**src/rtl/td4_pkg.sv**
```systemverilog
// Shared definitions for the TD4-style fetch front end: default widths,
// fetch state encoding and the jump opcodes decode feeds back on.
package td4_pkg;

    localparam int ADDR_W = 4;
    localparam int DATA_W = 8;

    typedef enum logic [1:0] {
        IDLE  = 2'd0,
        FETCH = 2'd1,
        ISSUE = 2'd2
    } state_t;

    localparam logic [3:0] JMP = 4'b1111;
    localparam logic [3:0] JNC = 4'b1110;

endpackage

```
**src/rtl/prog_rom.sv**
```systemverilog
// Program memory: 2^ADDR_W words, synchronous write and synchronous read.
// Only the read register is cleared; the array contents survive reset.
module prog_rom
    import td4_pkg::*;
#(
    parameter int ADDR_W = td4_pkg::ADDR_W,
    parameter int DATA_W = td4_pkg::DATA_W
) (
    input  logic              clk,
    input  logic              rd_clr,
    input  logic              we,
    input  logic [ADDR_W-1:0] wr_addr,
    input  logic [DATA_W-1:0] wr_data,
    input  logic              re,
    input  logic [ADDR_W-1:0] rd_addr,
    output logic [DATA_W-1:0] rd_data
);

    logic [DATA_W-1:0] mem [2**ADDR_W];

    always_ff @(posedge clk) begin
        if (we) begin
            mem[wr_addr] <= wr_data;
        end
    end

    // The read register doubles as the instruction register seen by decode.
    always_ff @(posedge clk) begin
        if (rd_clr) begin
            rd_data <= '0;
        end else if (re) begin
            rd_data <= mem[rd_addr];
        end
    end

endmodule

```
**src/rtl/fetch_unit.sv**
```systemverilog
// Instruction fetch unit: IDLE/FETCH/ISSUE sequencer around a program memory,
// presenting one instruction per two cycles to decode with jump feedback.
module fetch_unit
    import td4_pkg::*;
#(
    parameter int ADDR_W = td4_pkg::ADDR_W,
    parameter int DATA_W = td4_pkg::DATA_W
) (
    input  logic              clk,
    input  logic              rst,
    input  logic              start,
    input  logic              halt_req,
    input  logic              prog_we,
    input  logic [ADDR_W-1:0] prog_addr,
    input  logic [DATA_W-1:0] prog_data,
    output logic [DATA_W-1:0] inst,
    output logic              inst_valid,
    input  logic              inst_ready,
    input  logic              jump_en,
    input  logic              jump_nc,
    input  logic              carry,
    input  logic [ADDR_W-1:0] jump_addr,
    output logic [ADDR_W-1:0] pc,
    output logic              running
);

    state_t            state;
    state_t            state_nxt;
    logic [ADDR_W-1:0] pc_nxt;
    logic              handshake;
    logic              take_jump;
    logic              rd_en;
    logic              wr_en;

    assign inst_valid = (state == ISSUE);
    assign running    = (state != IDLE);
    assign handshake  = inst_valid & inst_ready;
    assign take_jump  = jump_en & (~jump_nc | ~carry);
    assign wr_en      = rst & prog_we & (state == IDLE);

    always_ff @(posedge clk) begin
        if (!rst) begin
            state <= IDLE;
            pc    <= '0;
        end else begin
            state <= state_nxt;
            pc    <= pc_nxt;
        end
    end

    // Jump feedback only matters in the handshake cycle; halt wins over start.
    always_comb begin
        state_nxt = state;
        pc_nxt    = pc;
        rd_en     = 1'b0;
        case (state)
            IDLE: begin
                if (start && !halt_req) begin
                    state_nxt = FETCH;
                end
            end
            FETCH: begin
                if (halt_req) begin
                    state_nxt = IDLE;
                end else begin
                    rd_en     = 1'b1;
                    state_nxt = ISSUE;
                end
            end
            ISSUE: begin
                if (handshake) begin
                    pc_nxt    = take_jump ? jump_addr : pc + ADDR_W'(1);
                    state_nxt = halt_req ? IDLE : FETCH;
                end else if (halt_req) begin
                    state_nxt = IDLE;
                end
            end
            default: begin
                state_nxt = IDLE;
            end
        endcase
    end

    prog_rom #(
        .ADDR_W (ADDR_W),
        .DATA_W (DATA_W)
    ) u_prog_rom (
        .clk     (clk),
        .rd_clr  (~rst),
        .we      (wr_en),
        .wr_addr (prog_addr),
        .wr_data (prog_data),
        .re      (rd_en),
        .rd_addr (pc),
        .rd_data (inst)
    );

endmodule

```
**config.mk**
```make
export PLATFORM = sky130hd
export DESIGN_NAME = fetch_unit
export DESIGN_NICKNAME = d
export VERILOG_FILES = /design/src/rtl/td4_pkg.sv /design/src/rtl/prog_rom.sv /design/src/rtl/fetch_unit.sv
export SDC_FILE = /design/constraint.sdc
export NUM_CORES = 1
export LEC_CHECK = 0
export CORE_ASPECT_RATIO = 0.9
export CORE_MARGIN = 1
export CORE_UTILIZATION = 58
export DETAILED_ROUTE_END_ITERATION = 10
export MAX_ROUTING_LAYER = met4
export PLACE_DENSITY = 0.83
export SYNTH_ARGS = -nofsm -noshare
export SYNTH_HDL_FRONTEND = slang
export SYNTH_HIERARCHICAL = 1
export SYNTH_SLANG_ARGS = --single-unit
```
**constraint.sdc**
```tcl
create_clock -name clk -period 3.01 [get_ports clk]
set_clock_uncertainty 0.2 [all_clocks]
set_input_delay 0.602 -clock clk [delete_from_list [all_inputs] [get_ports clk]]
set_output_delay 0.602 -clock clk [all_outputs]
set_load 0.01 [all_outputs]
```
Word-level counts from Yosys, hierarchy flattened:

Memory sizes are Yosys's and may differ from the RTL's. A register that Yosys moved wholly into a read port is not among the register bits.
Index checks and enable logic that the tools add are counted.

* memories kept: 1
* register bits: 6
* output and inout bits: 14
* bits of input ports: 25
* RAM bits: 128
* bits in read-only memories: 0
* bits in latches: 0
* word-level logic and storage cells: 33

* bitwise logic cells: 7
* multiplexer cells: 11
* $lt $le $gt $ge: 0
* multipliers: 0
* equality and inequality tests: 4
* divide/modulo/power cells: 0
* add/sub/neg operators: 1
* shift operators: 0
* reductions and logical operators: 7

Memory list
* u_prog_rom.mem: depth 16, width 8, rd ports 1, clocked after Yosys merged registers in 1, wr ports 1, RTL line prog_rom.sv:19 `logic [DATA_W-1:0] mem [2**ADDR_W];`

Operators by type and width (count)
* 2-to-1 mux 2 bit: 4
* one-hot mux 2 bit (3 select lines): 1
* 2-to-1 mux 1 bit: 5
* adder 4 x 1 -> 4 bit, second input constant: 1
* AND 1 bit: 4
* 2-to-1 mux 4 bit: 1
* AND reduction 2 bit: 2
* inequality test 3 x 2 -> 1 bit, second input constant: 1
* == test 2 x 1 -> 1 bit, second input constant: 1
* == test 2 bit, second input constant: 1
* zero test 1 bit: 2
* zero test 2 bit: 1
* inequality test 2 x 1 -> 1 bit, second input constant: 1
* NOT 1 bit: 2
* nonzero test 2 bit: 1
* logical AND 1 bit: 1
* bitwise OR 1 bit: 1

Logic depth before layout (Yosys ltp):

Gate-level depths: netlist of run 1.

* depth after elaboration: 4
* depth in mapped cells: 6
* gate-level depth less buffers: 6

Modules after synthesis:

The synthesis of run 1 kept the hierarchy.

By module, submodules not included
* prog_rom: instances 1, cells an instance 316, area each 5343.9 um2
* fetch_unit: instances 1, cells an instance 41, area each 360.3 um2

Least setup slack after synthesis of run 1:

No wires, ideal clock.

* path kind: flip-flop to flip-flop
* start point: reg state[0]
* end point: mem u_prog_rom.mem[0][0] (enable)
* path buffers: 0
* path slack: 0.478 ns
* clock period less this slack: 2.532 ns
* cell stages (with the launch flop): 5
* arrival time: 1.949 ns
* cell sequence: dfxtp_1 > or2_2 > nor2_1 > or3b_2 > nor3_1

* longest elaborated chain between the ends: 4

RTL lines
* start: declaration: RTL line fetch_unit.sv:27 `state_t state;`
* start signal: assignment: RTL line fetch_unit.sv:46 `state <= state_nxt;`
* zero test 2 bit: RTL line fetch_unit.sv:39 `assign wr_en = rst & prog_we & (state == IDLE);`
* AND 1 bit: RTL line fetch_unit.sv:39
* named net wr_en: RTL line fetch_unit.sv:33 `logic wr_en;`
* 2-to-1 mux 1 bit: RTL line prog_rom.sv:22 `if (we) begin`
* 2-to-1 mux 1 bit (implied by the code): RTL line prog_rom.sv:23 `mem[wr_addr] <= wr_data;`
* end: declaration: RTL line prog_rom.sv:19

The timed path passes the listed nets, and every way through them passes these cells.

Final worst setup path of run 1:

* start point: reg state[1]
* end point: out running

* longest elaborated chain between the ends: 1

RTL lines
* nonzero test 2 bit: RTL line fetch_unit.sv:36 `assign running = (state != IDLE);`
* end: declaration: RTL line fetch_unit.sv:24 `output logic running`

Every way passes these cells.

==> results of run 1 <==
per-stage QoR:
stage / std cells / cell area, sq um / hold WS (ps)
after detailed placement: 523 / 6260 / 250
after CTS: 555 / 6890 / 264
after global routing: 555 / 6890 / 305
final: 555 / 6890 / 264
after global placement: 523 / 6260 / 243
after floorplan: 357 / 5700 / 258
registers in the layout, summed over array words and instances, names as in the netlist:
name	cells
u_prog_rom/mem	128
u_prog_rom/rd_data	8
pc	4
state	2
worst max-delay path: stages (launching register included):
cell and delay (ps):
dfxtp_1 360, or2_2 310, clkdlybuf4s50_1 490
where the power goes:
part           internal, mW  switching [mW]  total (mW)  leakage (nW)
clock                  1.41           0.755        2.17         0.301
sequential             2.16         0.00619        2.17          1.27
combinational        0.0525          0.0747       0.127         0.663
total                  3.63           0.836        4.46          2.23
path summary, 6_finish.rpt:
kind	slack (ps)	from	to
worst max-delay path	530	state[1]$_SDFFE_PN0P_	running
worst max register to register	640	state[1]$_SDFFE_PN0P_	u_prog_rom/mem[0][4]$_DFFE_PP_
worst min-delay path	260	u_prog_rom/rd_data[5]$_SDFFE_PP0P_	u_prog_rom/rd_data[5]$_SDFFE_PP0P_
worst min register to register	260	u_prog_rom/rd_data[5]$_SDFFE_PP0P_	u_prog_rom/rd_data[5]$_SDFFE_PP0P_
layout make-up:
cell class	instances	area, sq um
sequential	142	4130
clock inverter	10	163
fill	558	2440
multi-input combinational	199	1430
timing repair buffer	59	551
tap	122	153
clock buffer	22	463
inverter	1	3.75
metal layers:
layer | share of wire | up-vias | GRT usage | routed length [microns]
met3 | 0.10 | 24 | 0.0684 | 1200
met5 | 0 | - | - | 0
li1 | - | 1513 | - | -
met4 | 0.013 | 0 | 0.0822 | 151
met1 | 0.42 | 1638 | 0.347 | 4980
met2 | 0.47 | 194 | 0.392 | 5610
cells by family after synthesis:
| logic type | after synthesis |
|---|---|
| buf+inv | 16 |
| flops | 142 |
| compound gates | 41 |
| fa+ha+maj | 1 |
| simple gates | 89 |
| mux | 68 |
layout by cell type (no fill, tap or decap), types with 9 or more instances in the layout:
cell type / Yosys / layout
a22oi_1: 24 / 24
edfxtp_1: 128 / 128
nand3_1: 26 / 26
dfxtp_1: 14 / 13
clkbuf_16: 0 / 16
nor2_1: 16 / 16
buf_4: 0 / 20
mux2i_1: 68 / 68
clkdlybuf4s50_1: 0 / 38
nand2_1: 22 / 22
a21oi_1: 9 / 9
==> flow_metrics.tcl, run 1 <==
set metrics [dict create \
    syn-num-nets 383 \
    htreeDepth 4 \
    synth-seq-cells 142 \
    arrival_ps 1680 \
    whs_path_depth 2 \
    hold_path_class "flip-flop to flip-flop" \
    clock_sinks 142 \
    overflow 0 \
    drcViolationCount 0 \
    avgRoutedWirePerCell_microns 21.5 \
    slew_headroom 0.498 \
    clk_latency_ps 510 \
    drive_gt1_frac 0.129 \
    port-buffer-count 38 \
    p_per_area_mw_per_mm2 648 \
    cts_buffer_depth 2 \
    viasPerCell 6.07 \
    path_max_fanout 6 \
    io-pin-count 39 \
    synth_xor_area_frac 0 \
    synth.top_cell.area_share 0.674 \
    leakage_nw 2.23 \
    synth_area_leaders "edfxtp_1, mux2i_1, dfxtp_1, a22oi_1, nand3_1" \
    synthMuxAreaShare 0.119 \
    synth-seq-area-share 0.723 \
    yosys_warnings 6 \
    cts_buffers 17 \
    tns_ps 0 \
    die_area_sq_mm 0.0102 \
    track_usage 0.259 \
    fin_nets 446 \
    crit_type "flip-flop to primary output" \
    via_count 3369 \
    cp-start-kind "flip-flop" \
    first_iter_violations 450 \
    antenna_found_initial 0 \
    grt_pass1_wl_microns 17900 \
    setup_violations 0 \
    yosysTopAreaCell "edfxtp_1" \
    start_util 0.611 \
    cts.clk_slew.worst_paths_ps 60 \
    synth_edf_count 128 \
    place_ws_ps 215 \
    synthArstFlopShare 0 \
    rsz0062_at_grt "no" \
    outcome "completed" \
    ys_types 34 \
    netlist_area_sq_mm 0.00570 \
    cap_violations 0 \
    clockRootBuffer "clkbuf_8" \
    synth-compound-area-share 0.0509 \
    cts_tree "done" \
    synth_flop_cell "edfxtp_1" \
    worst_ep_required_time_ps 2210 \
    dieWidth_microns 107 \
    coreArea_sq_mm 0.00933 \
    syn_area_per_cell_sq_um 16.0 \
    cts_setup_buffers 0 \
    final_util 0.738 \
    synth_fa_ha_area_frac 0.00219 \
    period_share 0.823 \
    cts_resized 0 \
    rows 33 \
    ir_drop_v 0.000496 \
    gp_congestion 0.818 \
    yosys.area_share.simple 0.0781 \
    fin_ws_ps 532 \
    tightest_slew_ps 751 \
    grt_pass1_vias 3190 \
    wl_microns 11900 \
    r2r_cells 5 \
    num_antenna_cells 0 \
    finalHoldViolCount 0 \
    yosys-top-cells-count "edfxtp_1, mux2i_1, nand3_1" \
    synth_top_family_by_area "multiplexers" \
    cts_hold_buf 0 \
    finalPower_mw 4.46 \
    grt_max_degree 59 \
    synthesis.instances 357 \
    finalMaxSlewViolations 0 \
    crit_path_end_kind "primary output" \
    dieHeight_microns 96.1 \
    dr.pass1.iters 6 \
    antenna_left 0 \
    synth.most_common_cell "edfxtp_1" \
    fmax_mhz 404 \
    fin_crit_ps 2480 \
    area_growth_pct 20.8 \
    hpwl_microns 7440 \
]
No activity file was read; power rests on OpenSTA's default activity.
==> run 2: changes to the inputs <==
--- a/config.mk
+++ b/config.mk
@@ -7,10 +7,10 @@
 export LEC_CHECK = 0
 export CORE_ASPECT_RATIO = 0.9
 export CORE_MARGIN = 1
-export CORE_UTILIZATION = 58
+export CORE_UTILIZATION = 53
 export DETAILED_ROUTE_END_ITERATION = 10
 export MAX_ROUTING_LAYER = met4
-export PLACE_DENSITY = 0.83
+export PLACE_DENSITY = 0.8
 export SYNTH_ARGS = -nofsm -noshare
 export SYNTH_HDL_FRONTEND = slang
 export SYNTH_HIERARCHICAL = 1
==> constraint.sdc (replaced) <==
create_clock -name clk -period 2.15 [get_ports clk]
set_clock_uncertainty 0.2 [all_clocks]
set_input_delay 0.43 -clock clk [delete_from_list [all_inputs] [get_ports clk]]
set_output_delay 0.43 -clock clk [all_outputs]
set_load 0.01 [all_outputs]
==> flow_metrics.tcl, run 2 (synthesis results as in run 1) <==
set metrics [dict create \
    outcome "complete, but fails checks" \
    violations "DRC" \
    cts_buffers 17 \
    antenna_found_initial 0 \
    crit_type "flip-flop to flip-flop" \
    largest_reg_flops 128 \
    dieHeight_microns 100 \
    p_per_area_mw_per_mm2 876 \
    drcViolationCount 13 \
    cts.clk_slew.worst_paths_ps 60 \
    hold_ws_ps 274 \
    whs_path_depth 2 \
    port-buffer-count 38 \
    clock_sinks 142 \
    finalMaxSlewViolations 0 \
    cp-start-kind "flip-flop" \
    grt_pass1_wl_microns 18600 \
    crit_path_end_kind "flip-flop" \
    fillers 657 \
    avgRoutedWirePerCell_microns 21.0 \
    rows 35 \
    rrSetupSlack_ps 40 \
    first_iter_violations 352 \
    finalHoldViolCount 0 \
    gp_congestion 0.804 \
    path_max_fanout 8 \
    tightest_slew_ps 792 \
    rsz0062_at_grt "no" \
    ir_drop_v 0.000765 \
    viasPerCell 5.89 \
    hold_path_class "flip-flop to flip-flop" \
    cts_hold_buf 0 \
    hpwl_microns 7770 \
    area_growth_pct 25.2 \
    leakage_nw 2.36 \
    hold_end "u_prog_rom/rd_data[6]$_SDFFE_PP0P_" \
    drive_gt1_frac 0.187 \
    r2r_start "state[0]$_SDFFE_PN0P_" \
    r2r_cells 5 \
    hp-start "u_prog_rom/rd_data[6]$_SDFFE_PP0P_" \
    largest-register "u_prog_rom/mem" \
    fmax_mhz 474 \
    track_usage 0.241 \
    dieWidth_microns 111 \
    cap_violations 0 \
    start_util 0.552 \
    fin_crit_ps 2110 \
    r2r_end "u_prog_rom/mem[0][1]$_DFFE_PP_" \
    layout_commonest_cell "edfxtp_1" \
    die_area_sq_mm 0.0112 \
    final_util 0.691 \
    setup_violations 0 \
    grt_pass1_vias 3331 \
    clockRootBuffer "clkbuf_16" \
    top_regs "u_prog_rom/mem (128), u_prog_rom/rd_data (8), pc (4)" \
    cts_buffer_depth 2 \
    grt_max_degree 33 \
    slew_headroom 0.472 \
    htreeDepth 4 \
    final_cell_mix "edfxtp_1, mux2i_1, buf_4, clkdlybuf4s50_1, nand3_1" \
    via_count 3433 \
    cts_tree "done" \
    io-pin-count 39 \
    period_share 0.981 \
    clk_latency_ps 400 \
    antenna_left 0 \
    coreArea_sq_mm 0.0103 \
    fin_nets 467 \
    dr.pass1.iters 8 \
    overflow 0 \
    num_antenna_cells 0 \
    arrival_ps 2030 \
    worst_ep_required_time_ps 2070 \
    tns_ps 0 \
    wl_microns 12300 \
]
-- run 2: layer usage --
metal,GRT usage,vias up,share of wire
li1,-,1561,-
met4,0.0894,0,0.015
met5,-,-,0
met2,0.386,188,0.49
met3,0.0550,14,0.098
met1,0.304,1670,0.39
-- run 2: stage by stage --
step	worst slack, ps	total power, mW	instance area (sq um)	cells
after global routing	13.4	6.40	7140	583
final	41.8	6.25	7140	583
after floorplan	0.419	3.15	5740	357
after detailed placement	-294	3.30	6500	549
after global placement	-289	3.29	6500	549
after CTS	21.8	6.28	7120	581
-- run 2: worst max-delay path by stage --
stage / endpoint / cells past startpoint / startpoint
finish: u_prog_rom/mem[0][1]$_DFFE_PP_ / 5 / state[0]$_SDFFE_PN0P_
global route: pc[0] / 2 / pc[0]$_SDFFE_PN0P_
CTS: u_prog_rom/mem[0][0]$_DFFE_PP_ / 5 / state[0]$_SDFFE_PN0P_
detailed placement: u_prog_rom/mem[0][0]$_DFFE_PP_ / 6 / rst
global placement: u_prog_rom/mem[0][0]$_DFFE_PP_ / 6 / rst
floorplan: u_prog_rom/mem[12][0]$_DFFE_PP_ / 4 / state[0]$_SDFFE_PN0P_
-- run 2: worst max-delay path, stage by stage (launching register included) --
cell     delay [ps]
dfxtp_1         310
or2_2           330
nor2_4          160
or3b_4          450
nor3_4          230
buf_12          140
-- run 2: what timing repair did --
item                                    in CTS  in global routing
resized for setup                            3                  1
cloned                                       0                  0
buffers inserted                             0                  2
endpoints found under the setup margin       4                  9
-- run 2: cell type report --
cell class / count / area [sq um] / share of cell area
Inverter: 1 / 3.75 / 0.000526
Clock inverter: 14 / 191 / 0.0268
Multi-Input combinational cell: 199 / 1470 / 0.206
Clock buffer: 18 / 429 / 0.0601
Sequential cell: 142 / 4130 / 0.578
Timing Repair Buffer: 80 / 756 / 0.106
Tap cell: 129 / 161 / 0.0226
-- run 2: power breakdown --
part,switching (mW),leakage (nW),internal (mW),total [mW]
clock,1.07,0.294,1.94,3.01
sequential,0.00723,1.27,3.03,3.03
combinational,0.112,0.799,0.0931,0.205
total,1.19,2.36,5.06,6.25
